`config.mk`:
```
export PLATFORM = sky130hd
export DESIGN_NAME = eeprom_access_sched
export DESIGN_NICKNAME = d
export VERILOG_FILES = /design/src/rtl/eeprom_access_sched_pkg.sv /design/src/rtl/eeprom_access_sched_arb_rr2.sv /design/src/rtl/eeprom_access_sched.sv
export SDC_FILE = /design/constraint.sdc
export NUM_CORES = 1
export LEC_CHECK = 0
export BUFFER_PORTS_ARGS = -buffer_cell sky130_fd_sc_hd__clkbuf_2
export CORE_MARGIN = 4
export CORE_UTILIZATION = 40
export CTS_CLUSTER_DIAMETER = 40
export DETAILED_ROUTE_END_ITERATION = 6
export HOLD_SLACK_MARGIN = 0.08
export SLEW_MARGIN = 30
export SYNTH_ARGS = -nofsm -noshare
export SYNTH_HDL_FRONTEND = slang
export SYNTH_HIERARCHICAL = 1
export SYNTH_SLANG_ARGS = --single-unit
```
`constraint.sdc`:
```
create_clock -name clk -period 2.15 [get_ports clk]
set_input_delay 0.1075 -clock clk [delete_from_list [all_inputs] [get_ports clk]]
set_output_delay 0.1075 -clock clk [all_outputs]
set_load 0.1 [all_outputs]
```
`src/rtl/eeprom_access_sched_pkg.sv`:
```
// Shared types and constants for the EEPROM access scheduler: FSM states,
// requester ids and the latched master command.
package eeprom_access_sched_pkg;

  typedef enum logic [1:0] {
    ST_IDLE  = 2'd0,
    ST_ISSUE = 2'd1,
    ST_WAIT  = 2'd2,
    ST_DONE  = 2'd3
  } state_e;

  // Requester ids double as bit positions in the arbiter request/grant vectors
  localparam logic REQ_HOST = 1'b0;
  localparam logic REQ_SMP  = 1'b1;

  localparam logic [7:0] DEV_ADDR_DEF = 8'hA0;

  typedef struct packed {
    logic       wr;
    logic [7:0] cs;
    logic [7:0] addr;
    logic [7:0] wdata;
  } cmd_t;

  function automatic logic [7:0] ring_next(input logic [7:0] ptr,
                                           input logic [7:0] last,
                                           input logic [7:0] base);
    return (ptr == last) ? base : ptr + 8'd1;
  endfunction

endpackage

```
`src/rtl/eeprom_access_sched_arb_rr2.sv`:
```
// Two-way round-robin arbiter: a lone request wins outright, a tie goes to
// the requester that was not granted last.
module arb_rr2
  import eeprom_access_sched_pkg::*;
(
  input  logic       clk,
  input  logic       rst_n,
  input  logic [1:0] req,
  input  logic       update,
  output logic [1:0] gnt
);

  logic last_grant;

  always_comb begin
    gnt = req;
    if (req == 2'b11) begin
      gnt = 2'b00;
      gnt[~last_grant] = 1'b1;
    end
  end

  // Reset state favours the host on the first tie
  always_ff @(posedge clk or negedge rst_n) begin
    if (!rst_n) last_grant <= REQ_SMP;
    else if (update && (|gnt)) last_grant <= gnt[REQ_SMP];
  end

endmodule

```
`src/rtl/eeprom_access_sched.sv`:
```
// Shares the single I2C EEPROM master between the host port and the sample
// logger; one command in flight at a time, with a completion timeout.
module eeprom_access_sched
  import eeprom_access_sched_pkg::*;
#(
  parameter logic [7:0] DEV_ADDR    = DEV_ADDR_DEF,
  parameter logic [7:0] LOG_BASE    = 8'h00,
  parameter int         LOG_DEPTH   = 128,
  parameter int         TIMEOUT_CYC = 4096
) (
  input  logic       clk,
  input  logic       rst_n,
  input  logic       host_req,
  input  logic       host_wr,
  input  logic [7:0] host_addr,
  input  logic [7:0] host_wdata,
  output logic       host_gnt,
  output logic       host_done,
  output logic       host_err,
  output logic [7:0] host_rdata,
  input  logic       smp_valid,
  input  logic [7:0] smp_data,
  output logic       smp_ready,
  output logic       smp_ovf,
  output logic [7:0] log_ptr,
  output logic       log_wrapped,
  output logic       m_start,
  output logic       m_wr,
  output logic [7:0] m_cs_addr,
  output logic [7:0] m_rw_addr,
  output logic [7:0] m_wdata,
  input  logic       m_busy,
  input  logic       m_done,
  input  logic       m_ack_err,
  input  logic [7:0] m_rdata
);

  localparam int         CW       = $clog2(TIMEOUT_CYC) + 1;
  localparam logic [CW-1:0] TO_LAST = CW'(TIMEOUT_CYC - 1);
  localparam logic [7:0] LOG_LAST = LOG_BASE + 8'(LOG_DEPTH - 1);

  state_e        state, state_nx;
  cmd_t          cmd;
  logic          cur_smp;
  logic [CW-1:0] tmo_cnt;
  logic          tmo_hit;
  logic          err_r;
  logic          buf_full;
  logic [7:0]    buf_data;
  logic [1:0]    arb_req, arb_gnt;
  logic          grant_now;

  assign arb_req   = {buf_full, host_req};
  assign grant_now = (state == ST_IDLE) && (|arb_req);
  assign tmo_hit   = (tmo_cnt == TO_LAST);

  arb_rr2 u_arb (
    .clk    (clk),
    .rst_n  (rst_n),
    .req    (arb_req),
    .update (grant_now),
    .gnt    (arb_gnt)
  );

  always_ff @(posedge clk or negedge rst_n) begin
    if (!rst_n) state <= ST_IDLE;
    else        state <= state_nx;
  end

  always_comb begin
    state_nx = state;
    m_start  = 1'b0;
    case (state)
      ST_IDLE:  if (grant_now) state_nx = ST_ISSUE;
      ST_ISSUE: if (!m_busy) begin
        m_start  = 1'b1;
        state_nx = ST_WAIT;
      end
      ST_WAIT:  if (m_done || tmo_hit) state_nx = ST_DONE;
      ST_DONE:  state_nx = ST_IDLE;
      default:  state_nx = ST_IDLE;
    endcase
  end

  // Command registers are frozen at grant; later host input changes are ignored
  always_ff @(posedge clk or negedge rst_n) begin
    if (!rst_n) begin
      cmd      <= '0;
      cur_smp  <= 1'b0;
      host_gnt <= 1'b0;
    end else if (grant_now) begin
      cur_smp  <= arb_gnt[REQ_SMP];
      host_gnt <= arb_gnt[REQ_HOST];
      cmd.cs   <= DEV_ADDR;
      if (arb_gnt[REQ_SMP]) begin
        cmd.wr    <= 1'b1;
        cmd.addr  <= log_ptr;
        cmd.wdata <= buf_data;
      end else begin
        cmd.wr    <= host_wr;
        cmd.addr  <= host_addr;
        cmd.wdata <= host_wdata;
      end
    end else if (state == ST_DONE) begin
      host_gnt <= 1'b0;
    end
  end

  // The strobe cycle counts as elapsed, so DONE lands TIMEOUT_CYC cycles after m_start
  always_ff @(posedge clk or negedge rst_n) begin
    if (!rst_n) begin
      tmo_cnt    <= '0;
      err_r      <= 1'b0;
      host_rdata <= 8'h00;
    end else begin
      if (m_start)                tmo_cnt <= CW'(1);
      else if (state == ST_WAIT)  tmo_cnt <= tmo_cnt + 1'b1;
      if (state == ST_WAIT) begin
        if (m_done) begin
          err_r <= m_ack_err;
          if (!cur_smp && !cmd.wr && !m_ack_err) host_rdata <= m_rdata;
        end else if (tmo_hit) begin
          err_r <= 1'b1;
        end
      end
    end
  end

  // One-entry sample buffer; freed in DONE, so no same-cycle refill
  always_ff @(posedge clk or negedge rst_n) begin
    if (!rst_n) begin
      buf_full <= 1'b0;
      buf_data <= 8'h00;
      smp_ovf  <= 1'b0;
    end else begin
      if (smp_valid && buf_full) smp_ovf <= 1'b1;
      if (state == ST_DONE && cur_smp) begin
        buf_full <= 1'b0;
      end else if (smp_valid && !buf_full) begin
        buf_full <= 1'b1;
        buf_data <= smp_data;
      end
    end
  end

  always_ff @(posedge clk or negedge rst_n) begin
    if (!rst_n) begin
      log_ptr     <= LOG_BASE;
      log_wrapped <= 1'b0;
    end else if (state == ST_DONE && cur_smp && !err_r) begin
      log_ptr <= ring_next(log_ptr, LOG_LAST, LOG_BASE);
      if (log_ptr == LOG_LAST) log_wrapped <= 1'b1;
    end
  end

  assign host_done = (state == ST_DONE) && !cur_smp;
  assign host_err  = host_done && err_r;
  assign smp_ready = !buf_full;
  assign m_wr      = cmd.wr;
  assign m_cs_addr = cmd.cs;
  assign m_rw_addr = cmd.addr;
  assign m_wdata   = cmd.wdata;

endmodule

```
; Yosys cells after proc, flatten, opt, wreduce, memory -nomap -nowiden
; Cells that the tools add are included.
[word_totals]
out_inout_bits = 48
inputBits = 40
reg_bits = 64
[op_classes]
add_sub_neg = 2
n_reduce_logical = 29
n_eq_ne = 9
mux = 20
n_bitwise = 2
order_cmp = 2
[op_table]
columns = operator, count
row1 = 13-bit two-way mux, 2
row2 = 16-bit two-way mux, 1
row3 = "13-bit by 1-bit adder with 13-bit output, second input constant", 1
row4 = "13-bit by 12-bit == test with 1-bit output, second input constant", 1
row5 = 1-bit logical AND, 11
row6 = 1-bit two-way mux, 10
row7 = "8-bit by 1-bit adder with 8-bit output, second input constant", 1
row8 = "8-bit by 7-bit == test with 1-bit output, second input constant", 1
row9 = 2-bit two-way mux, 4
row10 = 8-bit two-way mux, 1
row11 = 2-bit case mux with 4 select lines, 1
row12 = 2-bit nonzero test, 4
row13 = "2-bit == test, second input constant", 3
row14 = 2-bit AND reduction, 3
row15 = 3-bit AND reduction, 2
row16 = 1-bit zero test, 5
row17 = "2-bit != test, second input constant", 2
row18 = 2-bit OR reduction, 2
row19 = "2-bit by 1-bit == test with 1-bit output, second input constant", 1
row20 = 2-bit zero test, 1
row21 = "1-bit by 2-bit < comparator with 1-bit output, second input constant", 1
row22 = "2-bit by 1-bit != test with 1-bit output, second input constant", 1
row23 = 1-bit NOT, 2
row24 = 1-bit demux with 1-bit select, 1
row25 = other kinds (2), 2

; Longest topological paths before layout
; Gate-level depths: netlist of run 1.
[depth]
depth_word = 8
mapped_depth = 8

; Hierarchy
; Netlist of run 1, hierarchy kept.
[modules_own_cells]
columns = module, area_each_um2, n_inst, cells_per_inst, seq_area_each_um2
row1 = eeprom_access_sched, 2899.0, 1, 260, 1576.5
row2 = arb_rr2, 56.3, 1, 6, 26.3

; Least setup slack after synthesis of run 1
; OpenSTA, ideal clock, no wires.
[synth_timing]
path_kind = reg-to-output
start = register state[0]
end = output host_err
path_buffers = 0
arrival_time_ns = 2.837
slack_ns = -0.795
stages_incl_launch_ff = 4
cell_sequence = dfrtp_1 > ha_1 > nor2b_1 > and2_1
[synth_via]
elab_chain_len = 3
[synth_rtl]
columns = element, line_no
row1 = start: declaration, eeprom_access_sched.sv:42  ; state_e state, state_nx;
row2 = start signal: assignment, eeprom_access_sched.sv:67  ; else state <= state_nx;
row3 = 2-bit == test, eeprom_access_sched.sv:156  ; assign host_done = (state == ST_DONE) && !cur_smp;
row4 = 1-bit logical AND, eeprom_access_sched.sv:156
row5 = via host_done, eeprom_access_sched.sv:18  ; output logic host_done,
row6 = 1-bit logical AND, eeprom_access_sched.sv:157  ; assign host_err = host_done && err_r;
row7 = end: declaration, eeprom_access_sched.sv:19  ; output logic host_err,
; The timed path passes the listed nets, and every way through them passes these cells.

; Worst setup path in the final report of run 1
[layout_timing]
start = register state[0]
end = register host_rdata[3]
[layout_via]
elab_chain_len = 2
[layout_rtl]
columns = element, line_no
row1 = 2-bit == test, eeprom_access_sched.sv:118  ; if (state == ST_WAIT) begin
row2 = 3-bit AND reduction (no line), n/a
row3 = end signal: assignment, eeprom_access_sched.sv:121  ; if (!cur_smp && !cmd.wr && !m_ack_err) host_rdata <= m_rdata;
row4 = end: declaration, eeprom_access_sched.sv:20  ; output logic [7:0] host_rdata,
; Every way passes these cells.
; A chain may end at the register's enable or synchronous reset.

==> results_dict.tcl, run 1 <==
set metrics [dict create \
    status "completed" \
    critPathSlowestCell "or3_1" \
    syn_area_per_cell_um2 11.11 \
    syn_inst 266 \
    synthFlopType "dfrtp_1" \
    tightest_slew_ns 0.9043 \
    start_util 0.4096 \
    cts_tree "yes" \
    cp_cell_sequence "inv_1 -> ha_1 -> nand3b_1 -> or3_1 -> mux2_2" \
    syn_area_um2 2955 \
    path_class "reg2reg" \
    fmaxAchievable_ghz 0.5256 \
    setup_viol 0 \
    worstPathRequired_ns 2.37 \
    cts.sinks 64 \
    fin_setup_tns_ns 0 \
    fin_crit_sh 0.8849 \
    end_kind "register" \
    period_minus_slack_ns 1.903 \
    grt_pass1_vias 2318 \
    drv_slew 0 \
    grt_overflow 0 \
    antenna_cells 0 \
    cap_violations 0 \
    max_stage_delay_ns 0.49 \
    clockBufferDepth 2 \
    num_rows 31 \
    hold_slack_ns 0.09544 \
    hold_path_class "in2reg" \
    cts_root_buf "clkbuf_8" \
    async_reset_ff_frac 1.000 \
    post_cts_buffers 0 \
    final_cell_mix "clkbuf_2, dfrtp_1, dlygate4sd3_1" \
    h-tree-depth 3 \
    worstPathArrival_ns 2.12 \
    fin_worst_skew_ns 0.009125 \
    synth_edf_count 0 \
    drc 0 \
    max_slew_margin 0.3971 \
    first_iter_violations 79 \
    grt_pass1_wl_um 10780 \
    ant_nets 0 \
    via_per_inst 4.723 \
    ios 88 \
    finalNetCount 434 \
    ys_ff_latch 64 \
    drive_above_1_share 0.3418 \
    rr_worst_depth 5 \
    yosys_warnings 6 \
    wl_per_cell_um 13.48 \
    cp-start-kind "register" \
    finalHoldViolCount 0 \
    vias 2319 \
    wl_um 6617 \
    rsz0062_at_grt "no" \
    hold_path_depth 3 \
    clk_latency_ns 0.33 \
    portBuffers 81 \
    grt_use_total 0.1547 \
    grt_max_degree 65 \
    synth.distinct_cells 44 \
    routabilityCongestion 0.7889 \
    layout_commonest_cell "clkbuf_2" \
    ys_seq_area_frac 0.5423 \
    place_hpwl_um 4429 \
    die_area_um2 8828 \
    die_h_um 93.96 \
    area_growth_pct 38.10 \
    cts_buffers 9 \
    die_x_um 93.96 \
    antenna_found_initial 0 \
    dr.pass1.iters 4 \
    post-place-cells 439 \
    path_max_fanout 8 \
    core_um2 7214 \
    post-route-util 0.5657 \
    layout.cells.non_filler 491 \
    clkSlewWorstSetupHoldPaths_ns 0.08 \
]
sequential cells by signal (all words and copies together), names as in the netlist:
| signal | cells |
|---|---|
| buf_data | 8 |
| buf_full | 1 |
| cur_smp | 1 |
| err_r | 1 |
| host_gnt | 1 |
| host_rdata | 8 |
| log_ptr | 8 |
| log_wrapped | 1 |
| m_cs_addr | 1 |
| m_rw_addr | 8 |
| m_wdata | 8 |
| m_wr | 1 |
| smp_ovf | 1 |
| state | 2 |
| tmo_cnt | 13 |
| u_arb/last_grant | 1 |
final timing paths:
| kind | from | end | slack [ns] |
|---|---|---|---|
| min in group asynchronous | rst_n | buf_data[4] | 0.31 |
| max | state[0] | host_rdata[3] | 0.25 |
| max reg2reg | state[0] | host_rdata[3] | 0.25 |
| min reg2reg | smp_ovf | smp_ovf | 0.46 |
| min | host_wdata[3] | m_wdata[3] | 0.1 |
| max in group asynchronous | rst_n | u_arb/last_grant | 1.52 |
worst max-delay path: cells and delay by family (launching register included):
kind          cells  cell delay (ns)
fa+ha+maj         1             0.32
simple gates      2             0.63
mux               1             0.33
buf+inv           1             0.09
flops             1             0.41
final cells by class:
cell class              count  area, um2
repair buffers            124      848.3
multi-input cells         182       1260
fillers                   650       3133
inverters                   7      26.28
well taps                  99      123.9
flip-flops and latches     64       1604
clock buffers              10      137.6
clock inverters             5      81.33
synth_stat cells, types with 4 or more instances:
cell	n	area share
nand2_1	32	0.041
nand4_1	6	0.013
mux2_2	17	0.065
a21oi_1	5	0.0085
ha_1	6	0.025
xnor2_1	10	0.030
nor2_1	16	0.020
mux2i_1	17	0.058
nor3_1	5	0.0085
nand3_1	4	0.0068
xor2_1	5	0.015
clkbuf_1	7	0.0089
inv_1	7	0.0089
buf_4	8	0.020
dfrtp_1	63	0.53
o21ai_0	22	0.037
routing by layer:
layer / track usage / part of all wire / wire [um] / vias up
met1: 0.2041 / 0.45 / 2998 / 1111
met4: 0.05776 / 0.016 / 108 / 0
li1: - / - / - / 1143
met5: 0 / 0 / 0 / -
met2: 0.2549 / 0.49 / 3263 / 54
met3: 0.02564 / 0.037 / 246 / 11
logic make-up after synthesis:
kind of cell,share of synthesized area
simple gates,0.1427
xor+xnor,0.04445
buf+inv,0.04319
fa+ha+maj,0.02540
compound gates,0.07325
other cells,0.001269
mux,0.1274
flops,0.5423
stage by stage:
step	instance area [um2]	setup WS, ns
6_report	4081	0.2474
5_1_grt	4081	0.1066
4_1_cts	4076	0.1766
3_5_place_dp	3487	0.2166
3_3_place_gp	3487	0.1697
2_1_floorplan	2980	0.0009162
what timing repair did:
item,4_1_cts,5_1_grt
setup endpoints to repair,0,4
hold endpoints to repair,101,0
resized for setup,0,1
hold buffers,37,0
Power of run 1 is left out: the tool's default activity adds up to more than one toggle a clock period on the data nets, which glitch-free logic cannot reach.
==> inputs of run 2 (changes only) <==
- RECOVER_POWER: default -> 50
- SLEW_MARGIN: 30 -> 5
- SYNTH_HIERARCHICAL: 1 -> default
==> run 2 against run 1 <==
  * The flow now finishes with violations (capacitance limit, slew limit)
  * Critical endpoint is now tmo_cnt[11]
  * Clock skew shrank 0.0059 ns
  * Largest cell class unchanged
  * Highest routed layer unchanged
  * Setup slack gained 0.038 ns
  * Register-to-register slack gained 0.04 ns
==> results_dict.tcl, run 2 <==
set metrics [dict create \
    die_x_um 93.24 \
    setup_viol 0 \
    syn_area_per_cell_um2 11.31 \
    cts.repair.resized 0 \
    hold_path_class "in2reg" \
    grt_pass1_wl_um 10800 \
    clk_latency_ns 0.33 \
    syn_inst 257 \
    finalNetCount 426 \
    vias 2251 \
    antenna_found_initial 0 \
    ios 88 \
    cts_root_buf "clkbuf_8" \
    max_flop_register "tmo_cnt" \
    yosys_warnings 0 \
    drc 0 \
    worstPathArrival_ns 2.08 \
    start_util 0.4186 \
    largest_reg_flops 13 \
    path_class "reg2reg" \
    tightest_slew_ns 1.566 \
    async_reset_ff_frac 1.000 \
    critPathTopFamily "simple AND/OR/NAND/NOR gates" \
    fin_setup_tns_ns 0 \
    clkSlewWorstSetupHoldPaths_ns 0.07 \
    clockBufferDepth 2 \
    grt_pass1_vias 2359 \
    first_iter_violations 86 \
    rsz0062_at_grt "no" \
    dr.pass1.iters 4 \
    synth_top_area_cell "dfrtp_1" \
    layout.area.seq_um2 1603 \
    portBuffers 81 \
    fmaxAchievable_ghz 0.5362 \
    cts_buffers 9 \
    path_buf_inv 2 \
    routabilityCongestion 0.7776 \
    finalHoldViolCount 0 \
    grt_max_degree 65 \
    fin_worst_skew_ns 0.003181 \
    wl_um 6296 \
    wl_per_cell_um 13.09 \
    synth.distinct_cells 42 \
    area_growth_pct 36.81 \
    path_max_fanout 7 \
    cp_cell_sequence "inv_1 -> ha_1 -> buf_4 -> nand4_1 -> nor4_1 -> xnor2_1 -> nor2_1" \
    period_minus_slack_ns 1.865 \
    worstPathRequired_ns 2.37 \
    cap_violations 1 \
    cp-start-kind "register" \
    ys_top_cells_by_area "dfrtp_1, mux2i_1, mux2_2" \
    yosysMostFrequentCell "dfrtp_1" \
    syn_area_um2 2907 \
    max_slew_margin -0.04373 \
    h-tree-depth 3 \
    fin_crit_sh 0.8674 \
    final_cell_mix "dfrtp_1, clkbuf_2, dlygate4sd3_1" \
    end_kind "register" \
    max_stage_delay_ns 0.42 \
    cts.sinks 64 \
    drv_slew 65 \
    hold_slack_ns 0.1297 \
    yosys.area.top_type_share 0.5424 \
    critPathSlowestCell "nor4_1" \
    ys_top_cells_by_count "dfrtp_1, nand2_1, o21ai_0, mux2i_1, nor2_1" \
    via_per_inst 4.680 \
    place_hpwl_um 4278 \
    ant_nets 0 \
    die_h_um 93.24 \
    grt_overflow 0 \
    cts_tree "yes" \
    multi_input_area_um2 1207 \
    grt_use_total 0.1587 \
    n_fill_cell 605 \
    die_area_um2 8694 \
    core_um2 6944 \
    antenna_cells 0 \
    num_rows 30 \
    drive_above_1_share 0.2675 \
    ys_ff_latch 64 \
    ys_seq_area_frac 0.5514 \
    synthFlopType "dfrtp_1" \
    status "complete, but fails checks" \
    synth_edf_count 0 \
    failed_checks "capacitance limit, slew limit" \
]
==> run 2: cell types whose count changed after synthesis, moves of 4 or more <==
cell	change
mux2_1	+8
mux2_2	-7
nand2_1	-5
inv_1	-4
==> run 2: repair_timing <==
action                                 CTS  global route
endpoints found under the hold margin  101             0
hold buffers                            37             0
setup buffers                            0             0
==> run 2: path summary, 6_finish.rpt <==
check / cells after the start / start / slack, ns / end
max reg2reg: 7 / state[0] / 0.29 / tmo_cnt[11]
max: 7 / state[0] / 0.29 / tmo_cnt[11]
min: 3 / m_busy / 0.13 / state[0]
min in group asynchronous: 3 / rst_n / 0.78 / tmo_cnt[11]
min reg2reg: 1 / smp_ovf / 0.46 / smp_ovf
max in group asynchronous: 3 / rst_n / 0.42 / state[0]
==> run 2: cell families after synthesis <==
group                      after synthesis  synth area share
muxes                                   35            0.1283
xor gates and xnor gates                15           0.04520
AOI/OAI and AO/OA                       37           0.06974
other                                    1          0.001290
and+or+nand+nor                         78            0.1352
adders and majority gates                6           0.02583
buffers and inverters                   21           0.04304
DFF                                     64            0.5514
==> run 2: per-stage QoR <==
| step | util | instances | cell area, um2 | setup WS [ns] |
|---|---|---|---|---|
| after floorplan | - | 262 | 2929 | 0.02260 |
| after global placement | 0.4930 | 428 | 3423 | 0.3936 |
| after detailed placement | 0.4930 | 428 | 3423 | 0.3029 |
| after CTS | 0.5780 | 481 | 4014 | 0.2793 |
| after global routing | 0.5726 | 481 | 3976 | 0.09562 |
| final | 0.5726 | 481 | 3976 | 0.2852 |
==> run 2: layer usage <==
metal / wire length (um) / part of all wire / GRT usage / vias to the layer above
li1: - / - / - / 1119
met1: 2711 / 0.43 / 0.1866 / 1058
met2: 3079 / 0.49 / 0.2644 / 66
met3: 438 / 0.070 / 0.06516 / 8
met4: 67 / 0.011 / 0.04884 / 0
met5: 0 / 0 / 0 / -
==> run 2: final cells by class <==
class,instances,share of cell area
clock buffers,10,0.03461
inverters,4,0.003776
flip-flops and latches,64,0.4031
well taps,96,0.03021
clock inverters,6,0.02077
multi-input cells,177,0.3037
repair buffers,124,0.2039
==> run 2: worst reg2reg max path: stages, from the launching register on <==
cell and delay [ns]:
dfrtp_1 0.40, inv_1 0.10, ha_1 0.19, buf_4 0.16
nand4_1 0.25, nor4_1 0.42, xnor2_1 0.16, nor2_1 0.05
Power of run 2 is left out for the same reason.
